==> src/rtl/n1_sarb.sv <==
// n1_sarb: stack bus arbiter merging the PS and RS pipelined Wishbone initiators onto one RAM bus.
// Optional macro SARB_RR_EN selects a round-robin tie-break; without it, RS always wins ties.
module n1_sarb #(
    parameter int SP_WIDTH = 12
) (
    input  logic                clk_i,
    input  logic                sync_rst_i,
    input  logic                ps2sarb_cyc_i,
    input  logic                ps2sarb_stb_i,
    input  logic                ps2sarb_we_i,
    input  logic [SP_WIDTH-1:0] ps2sarb_adr_i,
    input  logic [15:0]         ps2sarb_dat_i,
    output logic                sarb2ps_ack_o,
    output logic                sarb2ps_err_o,
    output logic                sarb2ps_rty_o,
    output logic                sarb2ps_stall_o,
    output logic [15:0]         sarb2ps_dat_o,
    input  logic                rs2sarb_cyc_i,
    input  logic                rs2sarb_stb_i,
    input  logic                rs2sarb_we_i,
    input  logic [SP_WIDTH-1:0] rs2sarb_adr_i,
    input  logic [15:0]         rs2sarb_dat_i,
    output logic                sarb2rs_ack_o,
    output logic                sarb2rs_err_o,
    output logic                sarb2rs_rty_o,
    output logic                sarb2rs_stall_o,
    output logic [15:0]         sarb2rs_dat_o,
    output logic                sarb2sbus_cyc_o,
    output logic                sarb2sbus_stb_o,
    output logic                sarb2sbus_we_o,
    output logic [SP_WIDTH-1:0] sarb2sbus_adr_o,
    output logic [15:0]         sarb2sbus_dat_o,
    input  logic                sbus2sarb_ack_i,
    input  logic                sbus2sarb_err_i,
    input  logic                sbus2sarb_rty_i,
    input  logic                sbus2sarb_stall_i,
    input  logic [15:0]         sbus2sarb_dat_i,
    output logic [1:0]          prb_sarb_state_o
);

    typedef enum logic [1:0] {
        IDLE    = 2'b00,
        PS      = 2'b01,
        RS      = 2'b10,
        ILLEGAL = 2'b11
    } state_t;

    state_t state_q;
    state_t state_nxt;
    logic   gnt_ps;
    logic   gnt_rs;
    logic   tie_to_ps;

`ifdef SARB_RR_EN
    // High when RS held the most recent grant, so the next tie goes to PS.
    logic last_rs_q;

    always_ff @(posedge clk_i) begin
        if (sync_rst_i) begin
            last_rs_q <= 1'b1;
        end else if (state_q == IDLE && (gnt_ps || gnt_rs)) begin
            last_rs_q <= gnt_rs;
        end
    end

    assign tie_to_ps = last_rs_q;
`else
    assign tie_to_ps = 1'b0;
`endif

    always_ff @(posedge clk_i) begin
        if (sync_rst_i) begin
            state_q <= IDLE;
        end else begin
            state_q <= state_nxt;
        end
    end

    // Grant is zero-latency in IDLE; reset kills it in the same cycle.
    always_comb begin
        gnt_ps    = 1'b0;
        gnt_rs    = 1'b0;
        state_nxt = state_q;
        if (!sync_rst_i) begin
            case (state_q)
                IDLE: begin
                    if (ps2sarb_cyc_i && rs2sarb_cyc_i) begin
                        gnt_ps = tie_to_ps;
                        gnt_rs = !tie_to_ps;
                    end else begin
                        gnt_ps = ps2sarb_cyc_i;
                        gnt_rs = rs2sarb_cyc_i;
                    end
                    if (gnt_ps) begin
                        state_nxt = PS;
                    end else if (gnt_rs) begin
                        state_nxt = RS;
                    end
                end
                PS: begin
                    gnt_ps = 1'b1;
                    if (!ps2sarb_cyc_i) begin
                        state_nxt = IDLE;
                    end
                end
                RS: begin
                    gnt_rs = 1'b1;
                    if (!rs2sarb_cyc_i) begin
                        state_nxt = IDLE;
                    end
                end
                default: state_nxt = IDLE;
            endcase
        end
    end

    // Handshake: a request transfers when stb is high and stall is low; a
    // non-granted initiator sees stall equal to its own stb until granted.
    always_comb begin
        sarb2sbus_cyc_o = 1'b0;
        sarb2sbus_stb_o = 1'b0;
        sarb2sbus_we_o  = 1'b0;
        sarb2sbus_adr_o = '0;
        sarb2sbus_dat_o = '0;
        sarb2ps_ack_o   = 1'b0;
        sarb2ps_err_o   = 1'b0;
        sarb2ps_rty_o   = 1'b0;
        sarb2ps_stall_o = ps2sarb_stb_i;
        sarb2rs_ack_o   = 1'b0;
        sarb2rs_err_o   = 1'b0;
        sarb2rs_rty_o   = 1'b0;
        sarb2rs_stall_o = rs2sarb_stb_i;
        if (gnt_ps) begin
            sarb2sbus_cyc_o = ps2sarb_cyc_i;
            sarb2sbus_stb_o = ps2sarb_stb_i;
            sarb2sbus_we_o  = ps2sarb_we_i;
            sarb2sbus_adr_o = ps2sarb_adr_i;
            sarb2sbus_dat_o = ps2sarb_dat_i;
            sarb2ps_ack_o   = sbus2sarb_ack_i;
            sarb2ps_err_o   = sbus2sarb_err_i;
            sarb2ps_rty_o   = sbus2sarb_rty_i;
            sarb2ps_stall_o = sbus2sarb_stall_i;
        end else if (gnt_rs) begin
            sarb2sbus_cyc_o = rs2sarb_cyc_i;
            sarb2sbus_stb_o = rs2sarb_stb_i;
            sarb2sbus_we_o  = rs2sarb_we_i;
            sarb2sbus_adr_o = rs2sarb_adr_i;
            sarb2sbus_dat_o = rs2sarb_dat_i;
            sarb2rs_ack_o   = sbus2sarb_ack_i;
            sarb2rs_err_o   = sbus2sarb_err_i;
            sarb2rs_rty_o   = sbus2sarb_rty_i;
            sarb2rs_stall_o = sbus2sarb_stall_i;
        end
    end

    assign sarb2ps_dat_o    = sbus2sarb_dat_i;
    assign sarb2rs_dat_o    = sbus2sarb_dat_i;
    assign prb_sarb_state_o = sync_rst_i ? 2'b00 : state_q;

endmodule

==> config.mk <==
export PLATFORM = sky130hd
export DESIGN_NAME = n1_sarb
export DESIGN_NICKNAME = d
export VERILOG_FILES = /design/src/rtl/n1_sarb.sv
export SDC_FILE = /design/constraint.sdc
export NUM_CORES = 1
export LEC_CHECK = 0
export BUFFER_PORTS_ARGS = -buffer_cell sky130_fd_sc_hd__clkbuf_2
export CAP_MARGIN = 5
export CORE_AREA = 2 2 60 62
export CTS_BUF_LIST = sky130_fd_sc_hd__clkbuf_8
export DETAILED_ROUTE_END_ITERATION = 10
export DIE_AREA = 0 0 62 64
export GPL_TIMING_DRIVEN = 0
export PLACE_DENSITY = 0.74
export SYNTH_ARGS = -nofsm -noshare
export SYNTH_HDL_FRONTEND = slang
export SYNTH_SLANG_ARGS = --single-unit
export TNS_END_PERCENT = 1
==> constraint.sdc <==
create_clock -name clk_i -period 3.5 [get_ports clk_i]
set_clock_uncertainty 0.1 [all_clocks]
set_input_delay 0.525 -clock clk_i [delete_from_list [all_inputs] [get_ports clk_i]]
set_output_delay 0.525 -clock clk_i [all_outputs]
set_load 0.05 [all_outputs]
==> run summary <==
The slowest stage of the critical path belongs to the cell sky130_fd_sc_hd__a211oi_4. The cell seen most often among critical-path stages is sky130_fd_sc_hd__clkbuf_2. The final sum of negative setup slack came out at 0 ps. The floorplan die area came out at 3970 sq um. The clock sink count is 2. The total of endpoints with negative setup slack in the final report came out at 0. The path class of the tightest hold or removal check is register to register.

STA puts the critical path data arrival time at 1890 ps. The placed cell count came out at 276. The sum of overflow across all layers after global routing came out at 0. Summing internal, switching and leakage power gives ~0.48 mW. The maximum count of clock buffers along a single path is 2.

The number of core rows came out at 21. Ranked by total cell area, the synthesized netlist is headed by sky130_fd_sc_hd__buf_4 30%, sky130_fd_sc_hd__a22o_2 27%, sky130_fd_sc_hd__buf_6 9.8%. Routability-driven placement finished with a final weighted congestion of 0.719. The worst setup path is launched from an input port. sky130_fd_sc_hd__buf_4 is the most common cell in the netlist.

The number of antenna violations at the first check in global routing is 0. The share of the cycle needed by the critical path after routing is 0.719. The area growth from synthesis to layout is 98.8%. The critical path is of the input port to primary output type. The highest attainable clock frequency is 0.397 GHz. The flow ran to the end, and the final reports show no timing, DRC or antenna violations.

The number of detailed-routing iterations run before antenna repair is 4. The worst-case headroom to the max-slew limit is 0.593. The antenna diode count came out at 0. The number of buffers inserted to repair setup after CTS came out at 0. At the later pin of the worst-skew pair, clock insertion delay measures around 210 ps. Of the post-synthesis cell area, the part taken by muxes is 0.0373. The count of state elements after synthesis came out at 2. The largest registers in the layout are state_q x2. The number of pins exceeding their max-slew limit in the final report came out at 0. The hold-fix buffer count after cts came out at 0. Ranked by flip-flop count, first place goes to state_q. The number of global-route vias before repair came out at a little over 1,000.

The global-route usage over all layers came out at 0.145. The shortest clock period the worst path allows after layout is 2520 ps. The number of nets still failing antenna checks after routing is 0. The largest net degree at the start of global routing is 11. The register with the most flip-flops in the layout has 2 of them. The share of synthesized registers carrying an async set or reset is 0. The number of synthesized flops with an enable pin is 0. The floorplan die height is around 64 um. TritonCTS built the clock tree. The half-perimeter wire length of the detailed placement result came out at 3060 um. The leakage power figure came out at about 1 nW.

The startpoint identified for the worst register-to-register timing path is state_q[0]. The count of cells along the worst register-to-register path came out at 4. Sorting the synthesized cells by how often they occur yields 32 x sky130_fd_sc_hd__buf_4, 22 x sky130_fd_sc_hd__a22o_2, 8 x sky130_fd_sc_hd__a22o_1. Across all hold checks on the routed design, the worst slack comes to ~380 ps. The tool flagged a number of max-cap violations equal to 0. The region available for standard cell placement spans 3280 sq um.

Leaving out filler cells and counting taps, the final layout contains ~280. The worst-case IR drop observed on VDD is roughly 0.00017 V. The cell area after placement is 1560 sq um.

Summing every instance area after synthesis gives 805 sq um. The share of final-layout standard cells stronger than drive strength 1 is 0.893. Dividing the detail-routed via count by the number of cells gives around 4.3.

The final non-filler cell area is about 1600 sq um. The synthesized-area fraction occupied by xor and xnor cells is 0. By area, the combinational part of the netlist is dominated by buffers and inverters. The post-CTS clock slew at the launch and capture registers of the worst setup and hold paths came out at 30 ps. The share of synthesized area in the top cell type comes to 0.299. The average cell area after synthesis is 8.84 sq um.

Across all register-to-register paths, the minimum setup slack is 2090 ps. The total DRC errors in the routed layout came out at 0. The complex-gate fraction of the synthesized area was 0.395. The count of buffers added on input and output ports is about 140. In this run the worst path has a maximum fanout of 10. Dividing total power by cell area gives a power density of ~300 nW/um^2. The final hold violation count came to 0. The endpoint identified for the worst register-to-register timing path is state_q[0]. The critical path's largest stage delay is approximately 480 ps. The number of synthesis warnings came out at 0.

The sequential fraction of the synthesis area is 0.0498. At the pin with the least slew margin, the transition time is 608 ps. Fill cells in the final layout number between 300 and 400. In this run the number of H-tree levels came out at 1.

Data on the critical path is required at its endpoint by around 2900 ps. The final layout net count is around 320. The simple-gate share of the synthesized area is 0.112. The initial cell density of the core is 0.245. The total of cells resized after clock tree synthesis is 0.

The number of different library cells in the post-synthesis netlist is 14. The synthesized net count came out at about 180. sky130_fd_sc_hd__buf_4 takes more of the synthesized area than any other cell. The first global-routing pass estimated 4370 um of wire. Setup repair after global routing left no endpoint under its margin. Across the whole layout, storage elements account for 40.0 sq um. The average wire per standard cell is 12.0 um. Wires add up to about 3400 um.

The launch point of the critical path is rs2sarb_cyc_i. Walking the worst path, the cells encountered are clkbuf_2 -> nand2b_4 -> a211oi_4 -> buf_6 -> a22o_2 -> clkbuf_2. In this run the count of I/O pins placed on the die edge is around 160.

The top flip-flop cell by instance count after synthesis is sky130_fd_sc_hd__dfxtp_1. The instance count of the mapped netlist came out at 91. Measured along the x axis, the die boundary spans 62 um. The multi-input combinational cell area came out at ~440 sq um. STA classifies the critical path endpoint as a primary output.

The critical path ends at sarb2sbus_dat_o[2]. The detailed router finished its first iteration with 16 violations. The cell sitting at the root of the clock tree is a sky130_fd_sc_hd__clkbuf_8. The number of buffers created by CTS came out at 3.

The synthesized-area fraction occupied by adder cells is 0. The total via count in the routed design came out at 1,193.
==> power by group <==
group	internal [mW]	total, mW	switching (mW)
sequential	0.0241	0.0252	0.00117
combinational	0.120	0.366	0.246
clock	0.0727	0.0908	0.0181
total	0.217	0.482	0.265
==> per-stage QoR <==
step / utilization / worst slack [ps]
3_3_place_gp: 0.474 / 945
4_1_cts: 0.487 / 946
3_5_place_dp: 0.474 / 949
6_report: 0.487 / 982
2_1_floorplan: - / 1190
5_1_grt: 0.487 / 860
==> critical path, delay by kind of cell <==
family	cells	cell delay (ps)
AO/OA/AOI/OAI	2	630
buffers and inverters	3	590
AND/OR/NAND/NOR	1	150
==> cell families (layout without fill, tap and decap cells) <==
| family | count (synthesis) | after routing |
|---|---|---|
| buffers and inverters | 41 | 183 |
| flip-flops | 2 | 2 |
| AO/OA/AOI/OAI | 32 | 32 |
| AND/OR/NAND/NOR | 14 | 14 |
| multiplexers | 2 | 2 |
==> area by class of cell <==
type,instances,share of cell area
Buffer,39,0.200
Clock buffer,3,0.0258
Inverter,2,0.00469
Multi-Input combinational cell,48,0.274
Sequential cell,2,0.0250
Tap cell,46,0.0360
Timing Repair Buffer,139,0.435
==> how the worst min path moves through the flow <==
stage | from | end | slack [ps] | cells past startpoint
after global routing | state_q[0] | state_q[1] | 400 | 1
after floorplan | state_q[0] | state_q[1] | 340 | 1
final | state_q[0] | state_q[1] | 380 | 1
after CTS | state_q[0] | state_q[1] | 370 | 1
after detailed placement | state_q[0] | state_q[1] | 370 | 1
after global placement | state_q[0] | state_q[1] | 360 | 1
==> per-layer routing <==
| layer | global-route usage | part of all wire | up-vias |
|---|---|---|---|
| met2 | 0.293 | 0.56 | 84 |
| li1 | - | - | 585 |
| met5 | 0 | 0 | - |
| met1 | 0.148 | 0.34 | 521 |
| met3 | 0.0223 | 0.099 | 3 |
| met4 | 0.0239 | 0.0054 | 0 |
==> layout by cell type (no fill, tap or decap) <==
cell                       synthesis  routed
sky130_fd_sc_hd__dfxtp_1           2       2
sky130_fd_sc_hd__nor2_1            4       4
sky130_fd_sc_hd__buf_4            32      32
sky130_fd_sc_hd__a22o_2           22      22
sky130_fd_sc_hd__clkbuf_2          0     139
sky130_fd_sc_hd__clkbuf_8          0       3
sky130_fd_sc_hd__nor3b_1           1       1
sky130_fd_sc_hd__and2_1            7       7
sky130_fd_sc_hd__a22oi_1           1       1
sky130_fd_sc_hd__mux2_4            2       2
sky130_fd_sc_hd__nor3_2            1       1
sky130_fd_sc_hd__a211oi_4          1       1
sky130_fd_sc_hd__buf_6             7       7
sky130_fd_sc_hd__nand2b_4          1       1
sky130_fd_sc_hd__a22o_1            8       8
sky130_fd_sc_hd__inv_1             2       2
No activity file was read; power rests on OpenSTA's default activity.
